File: src/rtl/paced_counter_pkg.sv
// rtl/paced_counter_pkg.sv - shared encodings and parameter helpers for paced_counter
package paced_counter_pkg;

  localparam logic MODE_WRAP = 1'b0;
  localparam logic MODE_SAT  = 1'b1;
  localparam logic DIR_DOWN  = 1'b0;
  localparam logic DIR_UP    = 1'b1;

  function automatic int calc_div(input int clk_hz, input int tick_hz);
    return (tick_hz > 0) ? clk_hz / tick_hz : 0;
  endfunction

  function automatic int pcnt_width(input int div);
    return (div < 2) ? 1 : $clog2(div);
  endfunction

  function automatic bit div_ok(input int clk_hz, input int tick_hz);
    return (tick_hz > 0) && (clk_hz % tick_hz == 0) && (clk_hz / tick_hz >= 2);
  endfunction

endpackage

File: src/rtl/paced_counter_tick_gen.sv
// rtl/paced_counter_tick_gen.sv - prescaler emitting a one-cycle tick every DIV clocks
module tick_gen
  import paced_counter_pkg::*;
#(
  parameter int DIV = 4
) (
  input  logic clk,
  input  logic reset,
  input  logic clear,
  output logic tick
);

  localparam int PW = pcnt_width(DIV);
  localparam logic [PW-1:0] LAST = PW'(DIV - 1);

  logic [PW-1:0] pcnt;

  always_ff @(posedge clk or negedge reset) begin
    if (!reset) begin
      pcnt <= '0;
      tick <= 1'b0;
    end else if (clear) begin
      pcnt <= '0;
      tick <= 1'b0;
    end else if (pcnt == LAST) begin
      pcnt <= '0;
      tick <= 1'b1;
    end else begin
      pcnt <= pcnt + PW'(1);
      tick <= 1'b0;
    end
  end

endmodule

File: src/rtl/paced_counter.sv
// rtl/paced_counter.sv - prescaled up/down counter with terminal value, wrap/saturate and tc pulse
module paced_counter
  import paced_counter_pkg::*;
#(
  parameter int CLK_HZ  = 50_000_000,
  parameter int TICK_HZ = 1,
  parameter int WIDTH   = 4,
  parameter int MAX     = 2**WIDTH - 1
) (
  input  logic             clk,
  input  logic             reset,
  input  logic             clear,
  input  logic             en,
  input  logic             dir,
  input  logic             mode,
  input  logic             load,
  input  logic [WIDTH-1:0] load_val,
  output logic [WIDTH-1:0] q,
  output logic             tick,
  output logic             tc
);

  localparam int DIV = calc_div(CLK_HZ, TICK_HZ);
  localparam logic [WIDTH-1:0] MAX_V = WIDTH'(MAX);

  generate
    if (!div_ok(CLK_HZ, TICK_HZ)) begin : g_bad_div
      $error("paced_counter: CLK_HZ/TICK_HZ must be an integer ratio of at least 2");
    end
    if (MAX <= 0 || MAX > 2**WIDTH - 1) begin : g_bad_max
      $error("paced_counter: MAX must lie in 1..2**WIDTH-1");
    end
  endgenerate

  tick_gen #(.DIV(DIV)) u_tick_gen (
    .clk   (clk),
    .reset (reset),
    .clear (clear),
    .tick  (tick)
  );

  logic [WIDTH-1:0] step_q;
  logic             at_limit;

  // Next value for a step; at the limit the mode decides between wrap and pin.
  always_comb begin
    step_q   = q;
    at_limit = 1'b0;
    if (dir == DIR_UP) begin
      at_limit = (q == MAX_V);
      if (!at_limit)           step_q = q + WIDTH'(1);
      else if (mode != MODE_SAT) step_q = '0;
    end else begin
      at_limit = (q == '0);
      if (!at_limit)           step_q = q - WIDTH'(1);
      else if (mode != MODE_SAT) step_q = MAX_V;
    end
  end

  always_ff @(posedge clk or negedge reset) begin
    if (!reset) begin
      q  <= '0;
      tc <= 1'b0;
    end else if (clear) begin
      q  <= '0;
      tc <= 1'b0;
    end else if (load) begin
      q  <= (load_val > MAX_V) ? MAX_V : load_val;
      tc <= 1'b0;
    end else if (tick && en) begin
      q  <= step_q;
      tc <= at_limit;
    end else begin
      tc <= 1'b0;
    end
  end

endmodule

File: config.mk
export PLATFORM = sky130hd
export DESIGN_NAME = paced_counter
export DESIGN_NICKNAME = d
export VERILOG_FILES = /design/src/rtl/paced_counter_pkg.sv /design/src/rtl/paced_counter_tick_gen.sv /design/src/rtl/paced_counter.sv
export SDC_FILE = /design/constraint.sdc
export NUM_CORES = 1
export LEC_CHECK = 0
export BUFFER_PORTS_ARGS = -buffer_cell sky130_fd_sc_hd__buf_4
export CORE_AREA = 2 2 80 63
export DETAILED_ROUTE_END_ITERATION = 12
export DIE_AREA = 0 0 82 65
export REMOVE_ABC_BUFFERS = 1
export SYNTH_ARGS = -nofsm -noshare
export SYNTH_HDL_FRONTEND = slang
export SYNTH_HIERARCHICAL = 1
export SYNTH_SLANG_ARGS = --single-unit
File: constraint.sdc
create_clock -name clk -period 2.05 [get_ports clk]
set_input_delay 0.1025 -clock clk [delete_from_list [all_inputs] [get_ports clk]]
set_output_delay 0.1025 -clock clk [all_outputs]
set_load 0.05 [all_outputs]
======== Word level (Yosys, flattened, before mapping) ========
Index checks and enable logic that the tools add are counted.
operators by class
  add/sub/neg operators ................... 3
  order comparisons ....................... 1
  eq/ne operators ......................... 4
  muxes and demuxes ....................... 17
  reduce and logical (&&, ||, !) cells .... 4
operators by type and width
  operator                 number
  $mux W26                 2
  $mux W4                  9
  $add A26 B1 Y26 const B  1
  $eq A26 B26 Y1 const B   1
  $ne A5 B5 Y1 const B     2
  $mux W1                  6
  $add A4 B1 Y4 const B    1
  $eq A4 B4 Y1 const B     1
  $gt A4 B4 Y1 const B     1
  $logic_not A4 Y1         1
  $sub A4 B1 Y4 const B    1
  $reduce_and A3 Y1        1
  $reduce_bool A3 Y1       1
  $logic_and A1 B1 Y1      1
storage, ports and cells
  register bits after elaboration ......... 32
  input bits .............................. 11
  output and inout bits ................... 6
  logic and storage cells ................. 33

======== Depth between registers and ports, before layout ========
  depth in word-level cells ............... 6
  gate-level depth with buffers ........... 7
  gate-level depth less buffers ........... 6

======== By module ========
The synthesis kept the hierarchy.
by module, submodules not included
  module         instances  cells each  area each (um^2)  seq. area each (um^2)
  tick_gen       1          140         1370.1            675.6
  paced_counter  1          43          405.4             125.1

======== Worst setup path after synthesis ========
Ideal clock, no wire load.
  path kind ............................... register to register
  from .................................... register q[0]
  to ...................................... register q[0]
  setup time .............................. 0.125 ns
  arrival ................................. 1.897 ns
  required time ........................... 1.925 ns
  slack ................................... 0.028 ns
  stages on the path, launching flop included .. 7
  buffers on the path ..................... 0
  clock period less this slack ............ 2.022 ns
  cells stage by stage .................... dfrtp_1 inv_1 ha_1 nor4b_1 o21a_1 o21a_4 mux2_4
on the way
  cells in the longest elaborated chain, start to end .. 6
  elaborated cells between the ends (all ways) .. 13
  classes of those cells .................. add/sub (2); eq/ne (3); mux (6); reduce/logical (2)
RTL lines
  item                                   RTL line                                  source
  from (decl)                            paced_counter.sv:18                       output logic [WIDTH-1:0] q,
  from (signal assigned)                 paced_counter.sv:68                       q <= (load_val > MAX_V) ? MAX_V : load_val;
  from (signal assigned)                 paced_counter.sv:71                       q <= step_q;
  $sub A4 B1 Y4 (tied with other cells)  paced_counter.sv:55                       if (!at_limit) step_q = q - WIDTH'(1);
  $mux W4, on equally long branches      paced_counter.sv:55, paced_counter.sv:51
  $mux W4                                paced_counter.sv:49                       if (dir == DIR_UP) begin
  $mux W4                                paced_counter.sv:70                       end else if (tick && en) begin
  $mux W4                                paced_counter.sv:67                       end else if (load) begin
  $mux W4                                paced_counter.sv:64                       end else if (clear) begin
Parallel ways exist; a longest one is shown, timed or not. The select of a mux whose other input is x is not followed.
A chain may end at the register's enable or synchronous reset.

======== Worst setup path in the final report ========
Same ends and word-level chain as after synthesis.

==> metrics <==
outcome completed; routed vias roughly 1500; Hold/Removal Path Class input pin to flip-flop; gate count after technology mapping ~180; row count 22; worst-case register-to-register setup slack ~0.17 ns; part of the total power dissipated in sequential elements a little under half; largest area contributor in the netlist sky130_fd_sc_hd__dfrtp_1; first-pass detailed-route iteration total 4; global-route total usage across every layer 16.63%; TritonCTS clock tree yes; total leakage power a little under 0.9 nW; register bit total from synthesis 32; Internal Dissipation between 1 and 1.5 mW; Fin. Hold Viols 0; first-pass GRT wire length 6651 um; starting utilization of the core area 38.39%; Sink Count 32; clock-pin slew reported for the worst setup and hold paths after clock tree synthesis approximately 0.060 ns; area of all placed cells without fillers around 0.0021 mm2; dominant cell by count in the synthesized netlist sky130_fd_sc_hd__dfrtp_1; startpoint types flip-flop; type of element capturing the critical path flip-flop; DRC Markers 0; number of setup violations in the final report 0; TritonCTS Buffers 5; Max Clock Skew roughly 0.0081 ns; total negative setup slack 0 ns; DRT antenna net count 0; pin count of the biggest net entering global routing 33; post-synthesis sequential area ratio a little under half; placeable core region ~0.0046 mm2; shortest clock period the worst path allows after layout ~1.9 ns; share of synthesized registers carrying an async set or reset between 90% and 100%; placement-stage worst setup slack a little under 0.2 ns; total cell area at the placement stage about 0.0020 mm2; Post-Route Utilization 45.40%; DRT iter0 DRCs 72; logic depth of the worst register-to-register path 6; final weighted congestion of routability-driven global placement between 0.8 and 0.9; Rel. slew slack just over 70%; Routed Wire Length ~3800 um; floorplan die height between 60 and 70 um; max-cap check violation count 0; antenna violations before repair 0; NetSw 0.3527 mW; Peak Freq 532.2 MHz; clock network fraction of total power about two fifths; part of the cycle the worst path needs 91.65%; number of flops mapped to enable cells by yosys 0; post-detailed-route wirelength per cell around 14 um; fraction of layout instances using a drive strength above 1 between 15 and 20%; Mean Syn Cell Area about 9.7 um2; Post-synth top flop sky130_fd_sc_hd__dfrtp_1; worst voltage drop across the vdd grid between 0.0003 and 0.0004 V; fraction of power spent switching nets ~25%; Via density approximately 5.5; startpoint-to-endpoint class of the critical path flip-flop to flip-flop; Synth cell types 42; power density over the cells 678.3 mW/mm2; post-route insts no fill between 200 and 300; Die ar. between 0.005 and 0.006 mm2; Top-Level Pins 17; Combinational Power Share between 10% and 20%; grt ovf 0; total of warnings raised by yosys 6; area growth from synthesis to layout 18.25%; netlist area before placement 0.001775 mm2; area share of the largest cell type after synthesis 45.10%; worst-skew pair later-pin latency 0.29 ns; count of port buffers added during placement 16; Tightest Pin Transition ~0.4 ns; Req. time, crit path about 2.2 ns; CP max FO 9; leading post-synthesis cells by cell area sky130_fd_sc_hd__dfrtp_1 (45%), sky130_fd_sc_hd__nor2_1 (4.0%), sky130_fd_sc_hd__a21oi_1 (3.9%), sky130_fd_sc_hd__xor2_1 (3.9%), sky130_fd_sc_hd__nand4_1 (3.2%); Bufs on Longest Clock Path 2; DPL Wire Length between 2000 and 3000 um; max-slew violation count 0; root buffer cell sky130_fd_sc_hd__clkbuf_8; worst hold path cell count 2; ranking of synthesized cells by instance count sky130_fd_sc_hd__dfrtp_1 (32), sky130_fd_sc_hd__nor2_1 (19), sky130_fd_sc_hd__a21oi_1 (14); H-Tree Depth 2; data arrival time of the critical path 2.05 ns; unrepaired setup endpoints after global routing false; Final #Nets 220; Placed Cells incl. Taps 258; PnR worst setup slack 0.1712 ns; Inserted Diodes 0; vias in the first global route 1337; Die Span X roughly 80 um
placed cells by master, fill, tap and decap left out, types with 5 or more instances in the layout:
master                     count
sky130_fd_sc_hd__o21ai_0       7
sky130_fd_sc_hd__or4_1         5
sky130_fd_sc_hd__nand2_1      10
sky130_fd_sc_hd__xor2_1        8
sky130_fd_sc_hd__buf_4        21
sky130_fd_sc_hd__or3_1         6
sky130_fd_sc_hd__nor2_1       19
sky130_fd_sc_hd__nand4_1       9
sky130_fd_sc_hd__a21oi_1      14
sky130_fd_sc_hd__o31ai_1       6
sky130_fd_sc_hd__clkbuf_8      5
sky130_fd_sc_hd__nand3_1       7
sky130_fd_sc_hd__dfrtp_1      32
sky130_fd_sc_hd__xnor2_1       6
final cells by class:
type	instances	area, um2
Fill cell	455	2525
Inverter	4	15.01
Timing Repair Buffer	22	167.7
Clock inverter	2	35.03
Tap cell	60	75.07
Sequential cell	32	800.8
Clock buffer	6	72.57
Multi-Input combinational cell	141	933.4
per-stage QoR:
stage          hold slack (ns)  power [mW]
3_5_place_dp           0.07218      0.8432
3_3_place_gp           0.07325      0.8431
5_1_grt                0.06930       1.487
2_1_floorplan          -0.1931      0.7719
4_1_cts                0.05454       1.444
6_report               0.06025       1.424
critical path, stage by stage (launching register included):
cell and delay (ns):
sky130_fd_sc_hd__dfrtp_1 0.48, sky130_fd_sc_hd__inv_1 0.09, sky130_fd_sc_hd__ha_1 0.18, sky130_fd_sc_hd__nor4b_1 0.34
sky130_fd_sc_hd__o21a_1 0.21, sky130_fd_sc_hd__o21a_4 0.16, sky130_fd_sc_hd__mux2_4 0.29
path summary, 6_finish.rpt:
check / startpoint / end
max reg2reg: q[0]$_DFFE_PN0P_ / q[0]$_DFFE_PN0P_
min: clear / u_tick_gen/pcnt[4]$_DFF_PN0_
min in group asynchronous: reset / u_tick_gen/pcnt[15]$_DFF_PN0_
min reg2reg: u_tick_gen/pcnt[0]$_DFF_PN0_ / u_tick_gen/pcnt[0]$_DFF_PN0_
max in group asynchronous: reset / u_tick_gen/pcnt[12]$_DFF_PN0_
max: q[0]$_DFFE_PN0P_ / q[0]$_DFFE_PN0P_
flip-flops by register name, indices dropped and copies added (netlist names):
name             flops
u_tick_gen/pcnt     26
q                    4
tc                   1
u_tick_gen/tick      1
cell families (layout without fill, tap and decap cells):
family                   after synthesis  count (layout)  share of synthesized area (%)
AND/OR/NAND/NOR                       82              82                          26.85
AO/OA/AOI/OAI                         39              39                          14.73
flip-flops                            32              32                          45.10
XOR/XNOR                              14              14                          6.906
buffers and inverters                 10              34                          2.325
adder cells (fa/ha/maj)                3               3                          2.114
multiplexers                           3               3                          1.973
what timing repair did:
item,in CTS,in global routing
gates resized for setup,0,0
hold buffers,1,0
buffers inserted,0,0
endpoints found under the hold margin,32,0
metal layers:
metal / track usage (%) / share of wire [%] / up-vias
met3: 4.178 / 2.7 / 6
li1: - / - / 731
met5: 0 / 0 / -
met4: 5.625 / 1.5 / 0
met1: 23.59 / 50 / 721
met2: 24.59 / 46 / 18
power groups by stage:
| stage | clock network, mW | logic (mW) | registers, mW |
|---|---|---|---|
| 6_report | 0.593 | 0.163 | 0.668 |
| 3_5_place_dp | 0 | 0.164 | 0.679 |
| 2_1_floorplan | 0 | 0.0687 | 0.703 |
| 4_1_cts | 0.611 | 0.166 | 0.667 |
| 5_1_grt | 0.633 | 0.182 | 0.671 |
| 3_3_place_gp | 0 | 0.165 | 0.678 |
No activity file was read; power rests on OpenSTA's default activity.
